--- src/rtl/wb_regdump_ctrl.sv ---
// Register-file dump sequencer beside the WB stage: freezes the pipeline,
// walks read port 1 over every register and streams the words over valid/ready.
module wb_regdump_ctrl #(
    parameter int unsigned NB_DATA = 32,
    parameter int unsigned NB_REG  = 5
) (
    input  logic               i_clock,
    input  logic               i_reset,
    input  logic               i_wb_reg_write,
    input  logic [NB_REG-1:0]  i_wb_selected_reg,
    input  logic [NB_DATA-1:0] i_wb_selected_data,
    input  logic               i_wb_hlt,
    input  logic               i_dump_req,
    input  logic [NB_DATA-1:0] i_rf_rd_data,
    input  logic               i_dump_ready,
    output logic               o_rf_rd_sel,
    output logic [NB_REG-1:0]  o_rf_rd_addr,
    output logic               o_dump_valid,
    output logic [NB_DATA-1:0] o_dump_data,
    output logic [NB_REG-1:0]  o_dump_addr,
    output logic               o_dump_last,
    output logic               o_pipe_stall,
    output logic               o_halted,
    output logic               o_done
);

    localparam logic [NB_REG-1:0] LAST_REG = {NB_REG{1'b1}};

    typedef enum logic [2:0] {
        ST_IDLE,
        ST_DRAIN,
        ST_READ,
        ST_HOLD,
        ST_DONE
    } state_t;

    state_t               r_state;
    state_t               w_state_nxt;
    logic [NB_REG-1:0]    r_cnt;
    logic [NB_REG-1:0]    w_cnt_nxt;
    logic [NB_DATA-1:0]   r_data;
    logic [NB_DATA-1:0]   w_data_nxt;
    logic                 r_halted;
    logic                 w_halted_any;
    logic                 w_fwd_hit;

    logic                 r_rd_sel;
    logic                 r_valid;
    logic                 r_last;
    logic                 r_stall;
    logic                 r_done;

    assign w_halted_any = r_halted | i_wb_hlt;
    // Register 0 is hard-wired, so a WB write to it is never forwarded.
    assign w_fwd_hit    = i_wb_reg_write && (i_wb_selected_reg == r_cnt) && (r_cnt != '0);

    // Next-state, counter and capture logic
    always_comb begin
        w_state_nxt = r_state;
        w_cnt_nxt   = r_cnt;
        w_data_nxt  = r_data;
        case (r_state)
            ST_IDLE: begin
                if (i_wb_hlt || i_dump_req) begin
                    w_state_nxt = ST_DRAIN;
                end
            end
            ST_DRAIN: begin
                w_cnt_nxt   = '0;
                w_state_nxt = ST_READ;
            end
            ST_READ: begin
                w_data_nxt  = w_fwd_hit ? i_wb_selected_data : i_rf_rd_data;
                w_state_nxt = ST_HOLD;
            end
            ST_HOLD: begin
                if (i_dump_ready) begin
                    if (r_cnt == LAST_REG) begin
                        w_state_nxt = ST_DONE;
                    end else begin
                        w_cnt_nxt   = r_cnt + NB_REG'(1);
                        w_state_nxt = ST_READ;
                    end
                end
            end
            ST_DONE: begin
                // A halted core stays parked; a step dump waits for the request to drop.
                if (!w_halted_any && !i_dump_req) begin
                    w_state_nxt = ST_IDLE;
                end
            end
            default: begin
                w_state_nxt = ST_IDLE;
            end
        endcase
    end

    always_ff @(posedge i_clock or posedge i_reset) begin
        if (i_reset) begin
            r_state <= ST_IDLE;
        end else begin
            r_state <= w_state_nxt;
        end
    end

    // Datapath and output flags, decoded from the next state so they line up with it
    always_ff @(posedge i_clock or posedge i_reset) begin
        if (i_reset) begin
            r_cnt    <= '0;
            r_data   <= '0;
            r_halted <= 1'b0;
            r_rd_sel <= 1'b0;
            r_valid  <= 1'b0;
            r_last   <= 1'b0;
            r_stall  <= 1'b0;
            r_done   <= 1'b0;
        end else begin
            r_cnt    <= w_cnt_nxt;
            r_data   <= w_data_nxt;
            r_halted <= w_halted_any;
            r_rd_sel <= (w_state_nxt == ST_READ);
            r_valid  <= (w_state_nxt == ST_HOLD);
            r_last   <= (w_state_nxt == ST_HOLD) && (w_cnt_nxt == LAST_REG);
            r_stall  <= (w_state_nxt != ST_IDLE);
            r_done   <= (w_state_nxt == ST_DONE);
        end
    end

    assign o_rf_rd_sel  = r_rd_sel;
    assign o_rf_rd_addr = r_cnt;
    assign o_dump_valid = r_valid;
    assign o_dump_data  = r_data;
    assign o_dump_addr  = r_cnt;
    assign o_dump_last  = r_last;
    assign o_pipe_stall = r_stall;
    assign o_halted     = r_halted;
    assign o_done       = r_done;

endmodule

--- config.mk ---
export PLATFORM = sky130hd
export DESIGN_NAME = wb_regdump_ctrl
export DESIGN_NICKNAME = d
export VERILOG_FILES = /design/src/rtl/wb_regdump_ctrl.sv
export SDC_FILE = /design/constraint.sdc
export NUM_CORES = 1
export LEC_CHECK = 0
export ABC_AREA = 1
export ABC_CLOCK_PERIOD_IN_PS = 2800
export CAP_MARGIN = 0
export CORE_MARGIN = 10
export CORE_UTILIZATION = 45
export CTS_BUF_LIST = sky130_fd_sc_hd__clkbuf_8 sky130_fd_sc_hd__clkbuf_16
export CTS_CLUSTER_DIAMETER = 60
export DETAILED_ROUTE_END_ITERATION = 7
export PLACE_DENSITY = 0.95
export RECOVER_POWER = 50
export SLEW_MARGIN = 5
export SYNTH_ARGS = -nofsm -noshare
export SYNTH_HDL_FRONTEND = slang
export SYNTH_SLANG_ARGS = --single-unit
--- constraint.sdc ---
create_clock -name i_clock -period 2.8 [get_ports i_clock]
set_input_delay 0.28 -clock i_clock [delete_from_list [all_inputs] [get_ports i_clock]]
set_output_delay 0.28 -clock i_clock [all_outputs]
set_load 0.005 [all_outputs]
Yosys cells after proc, flatten, opt, wreduce, memory -nomap -nowiden --
Index checks and enable logic that the tools add are counted.
Operators by class: equal/unequal tests 10, bitwise gates (word level) 1, reductions and logical operators 10, muxes and demuxes 9, add/sub/neg operators 1
Operators by type and width (count):
- $mux 32 | 1
- $pmux 3 s5 | 1
- $eq 3x2->1 const B | 4
- $mux 3 | 4
- $eq 5x5->1 const B | 2
- $mux 5 | 2
- $pmux 5 s2 | 1
- $eq 3x3->1 const B | 2
- $add 5x1->5 const B | 1
- $eq 5x5->1 | 1
- $reduce_bool 5->1 | 1
- $logic_and 1x1->1 | 4
- $eq 3x1->1 const B | 1
- $logic_not 3->1 | 1
- $reduce_bool 3->1 | 1
- $logic_not 1->1 | 2
- $logic_or 1x1->1 | 1
- $or 1x1->1 | 1
Storage, ports and cells: word-level logic and storage cells 40, bits of input ports 75, output and inout port bits 48, register bits 46

Longest topological paths before layout --
depth after elaboration 7, depth in mapped cells 11, gate-level depth less buffers 10

Least setup slack after synthesis --
Ideal clock, no wire load.
path type register -> register, start register r_cnt[0] (netlist: o_dump_addr[0]), end register r_data[0] (netlist: o_dump_data[0]), arrival 1.385 ns, stages on the path, launching flop included 10, slack 1.298 ns, path buffers 1, period minus slack after synthesis 1.502 ns, setup time 0.117 ns, required time 2.683 ns, path through dfrtp_1 > inv_1 > ha_1 > nand3_1 > a21oi_1 > nor2_4 > buf_2 > nand3_1 > nand3_1 > nand2_1
On the way: longest elaborated chain between the ends 4, elaborated cells between the ends (all ways) 5, classes of those cells eq/ne: 1; mux: 1; reduce/logical: 3
RTL lines:
- start: declaration | line 39 | logic [NB_REG-1:0] r_cnt;
- start signal: assignment | line 118 | r_cnt <= w_cnt_nxt;
- $eq 5x5->1 | line 55 | assign w_fwd_hit = i_wb_reg_write && (i_wb_selected_reg == r_cnt) && (r_cnt != '0);
- $logic_and 1x1->1 | line 55
- $logic_and 1x1->1 (*) | line 55
- $mux 32 (*) | line 73 | w_data_nxt = w_fwd_hit ? i_wb_selected_data : i_rf_rd_data;
- end signal: assignment | line 119 | r_data <= w_data_nxt;
- end: declaration | line 41 | logic [NB_DATA-1:0] r_data;
Mark *: on every way between the ends. The rest lies on a longest branch, timed or not. A chain may end at the register's enable or synchronous reset.

==> impl_metrics.toml <==
[drt]
wl_met1_um = 3280
wl_um = 8240
vias = 2786
dr.pass1.iters = 4
top_layer = "met4"
drc = 0
drt_iter0_drc = 129
wl_met2_um = 4250
route.met3.wl_um = 650
routed_via_density = 4.86
wl_per_cell_um = 14.4
antenna_left = 0

[cts]
hold_buffers = 0
cts.sinks = 46
cts_buffers = 5
clkLatencyLatePin_ns = 0.29
cts_resized = 0
cts_tree = "done"
root_buffer = "clkbuf_8"
path_clk_slew_ns = 0.08
post-cts-setup-buffers = 0
h-tree-depth = 2
cts_buffer_depth = 2

[critical_path]
rrSetupSlack_ns = 0.92
r2r_cells = 9
path_cells = "dlygate4sd3_1 > inv_1"
slowest_stage = "inv_1"
worstPathRequired_ns = 2.88
r2r-start = "o_dump_addr[0]"
path_buf_inv = 2
slowest_delay_ns = 1.24
critPathKind = "input port to asynchronous set/reset pin"
critical_path.startpoint = "i_reset"
crit_arrival_ns = 2.06
start_kind = "input port"
crit_fanout = 46
crit_family = "buffers and inverters"
rr_endpoint = "o_dump_data[20]"
critPathCaptureType = "asynchronous set/reset pin"

[floorplanning]
start_util_pct = 46.0
die_area_sq_mm = 0.00947
design.core.area_sq_mm = 0.00585
rows = 28
ios = 123
fp.dieH_um = 97.3
fp.dieW_um = 97.3

[timing]
fin_crit_sh_pct = 70.8
finalMaxSlewViolations = 47
fin_worst_skew_ns = 0.00800
tns_ns = 0
slew_headroom_pct = -15.3
setup_viol = 0
worst_pin_slew_ns = 1.73
grt_setup_unrepaired = "false"
fmax_mhz = 505
hold_violations = 0
layout_min_cycle_time_ns = 1.98

[min_path]
hp-start = "o_dump_data[13]"
hold_depth = 2
min_delay_worst_endpoint = "o_dump_data[13]"
hold_path.class = "register to register"

[global_route]
grt_pass1_vias = 2731
grt_usage_pct = 16.4
antenna_found_initial = 0
grt_overflow = 0
grt_max_degree = 47
grt_pass1_wl_um = 13300

[power]
power_density_mw_per_mm2 = 832
power.leakage_nw = 2.16
vdd_ir_drop_max_uv = 588
totalPowerFinal_w = 0.00331

[logic_synthesis]
netlist.area_leader.share_pct = 42.8
synth_area_leaders = "dfrtp_1 43%, nand2_1 17%, nand3_1 15%"
ys_ff_latch = 46
synth_area_per_cell_sq_um = 6.95
synth_cell_type_count = 26
synth_seq_area_share_pct = 42.8
yosys_warnings = 0
synth_cells = 387
synth_nets = 464
synth_area_sq_mm = 0.00269
synth_top_area_cell = "dfrtp_1"

[finish]
syn2layout_area_growth_pct = 48.2
nNetsFinal = 574
mostFrequentLayoutCells = "123 x nand2_1, 102 x clkdlybuf4s50_1, 78 x inv_1, 78 x nand3_1, 46 x dfrtp_1"
drive_gt1_share_pct = 4.82
layout_commonest_cell = "nand2_1"
fin_util_pct = 68.1
num_antenna_cells = 0

[outcome]
violations = "max-capacitance violations, max-slew violations"
status = "finished with violations"

[place]
hpwlAfterDp_um = 6270
gp_congestion = 0.816
buffer_ports.inserted = 122

[flow_run]
drv_cap = 1
==> cell usage after synthesis, drive strengths merged <==
library cell and n:
clkbuf 3, o21ai 1, nor2 14, o211ai 2, a21oi 2, dfrtp 46, nand2 126, nand3 79
nand4 2, a21boi 1, inv 84, xnor2 2, nor3 1, or2 2, buf 19, ha 2
o22ai 1
==> per-stage QoR <==
| step | setup slack [ns] | hold WS [ns] | cell area, sq um | instances |
|---|---|---|---|---|
| detailed placement | 0.690 | 0.464 | 3880 | 565 |
| CTS | 0.934 | 0.486 | 3990 | 573 |
| global placement | 0.840 | 0.461 | 3880 | 565 |
| floorplan | 1.30 | 0.405 | 2690 | 387 |
| global route | 0.483 | 0.503 | 3990 | 573 |
| finish | 0.818 | 0.480 | 3990 | 573 |
==> layout make-up <==
cell class                      count  area (sq um)
Fill cell                         489          1860
Inverter                           84           315
Timing Repair Buffer              125          1240
Clock buffer                        5          68.8
Clock inverter                      3          41.3
Tap cell                           75          93.8
Sequential cell                    46          1150
Multi-Input combinational cell    235          1070
==> power breakdown <==
part	total (W)	leakage (nW)	internal, W	switching [W]
sequential	0.00115	0.556	0.000948	0.000198
combinational	0.00169	1.55	0.000841	0.000850
clock	0.000478	0.0556	0.000263	0.000216
==> logic make-up after synthesis <==
| logic type | share of synthesized area [%] |
|---|---|
| AO/OA/AOI/OAI | 1.63 |
| XOR/XNOR | 0.651 |
| adder cells (fa/ha/maj) | 0.930 |
| buffers and inverters | 17.3 |
| flip-flops | 42.8 |
| AND/OR/NAND/NOR | 36.7 |
==> registers in the layout, summed over array words and instances (netlist names) <==
register / cells
o_dump_valid: 1
o_dump_addr: 5
r_state: 3
o_dump_last: 1
o_dump_data: 32
o_halted: 1
o_pipe_stall: 1
o_rf_rd_sel: 1
o_done: 1
==> worst max path at each step <==
stage / cells after the start / end / slack [ns]
final: 2 / o_dump_data[3] / 0.82
after global routing: 2 / o_dump_data[3] / 0.48
after CTS: 7 / o_dump_data[20] / 0.93
after detailed placement: 8 / o_dump_data[20] / 0.69
after global placement: 8 / o_dump_data[7] / 0.84
after floorplan: 9 / o_dump_data[0] / 1.30
==> per-layer routing <==
| layer | vias up | track usage, % |
|---|---|---|
| met3 | 4 | 5.26 |
| met1 | 1286 | 18.3 |
| met5 | - | 0 |
| met4 | 0 | 2.68 |
| li1 | 1376 | - |
| met2 | 120 | 29.9 |
Power figures use the tool's default switching activity.
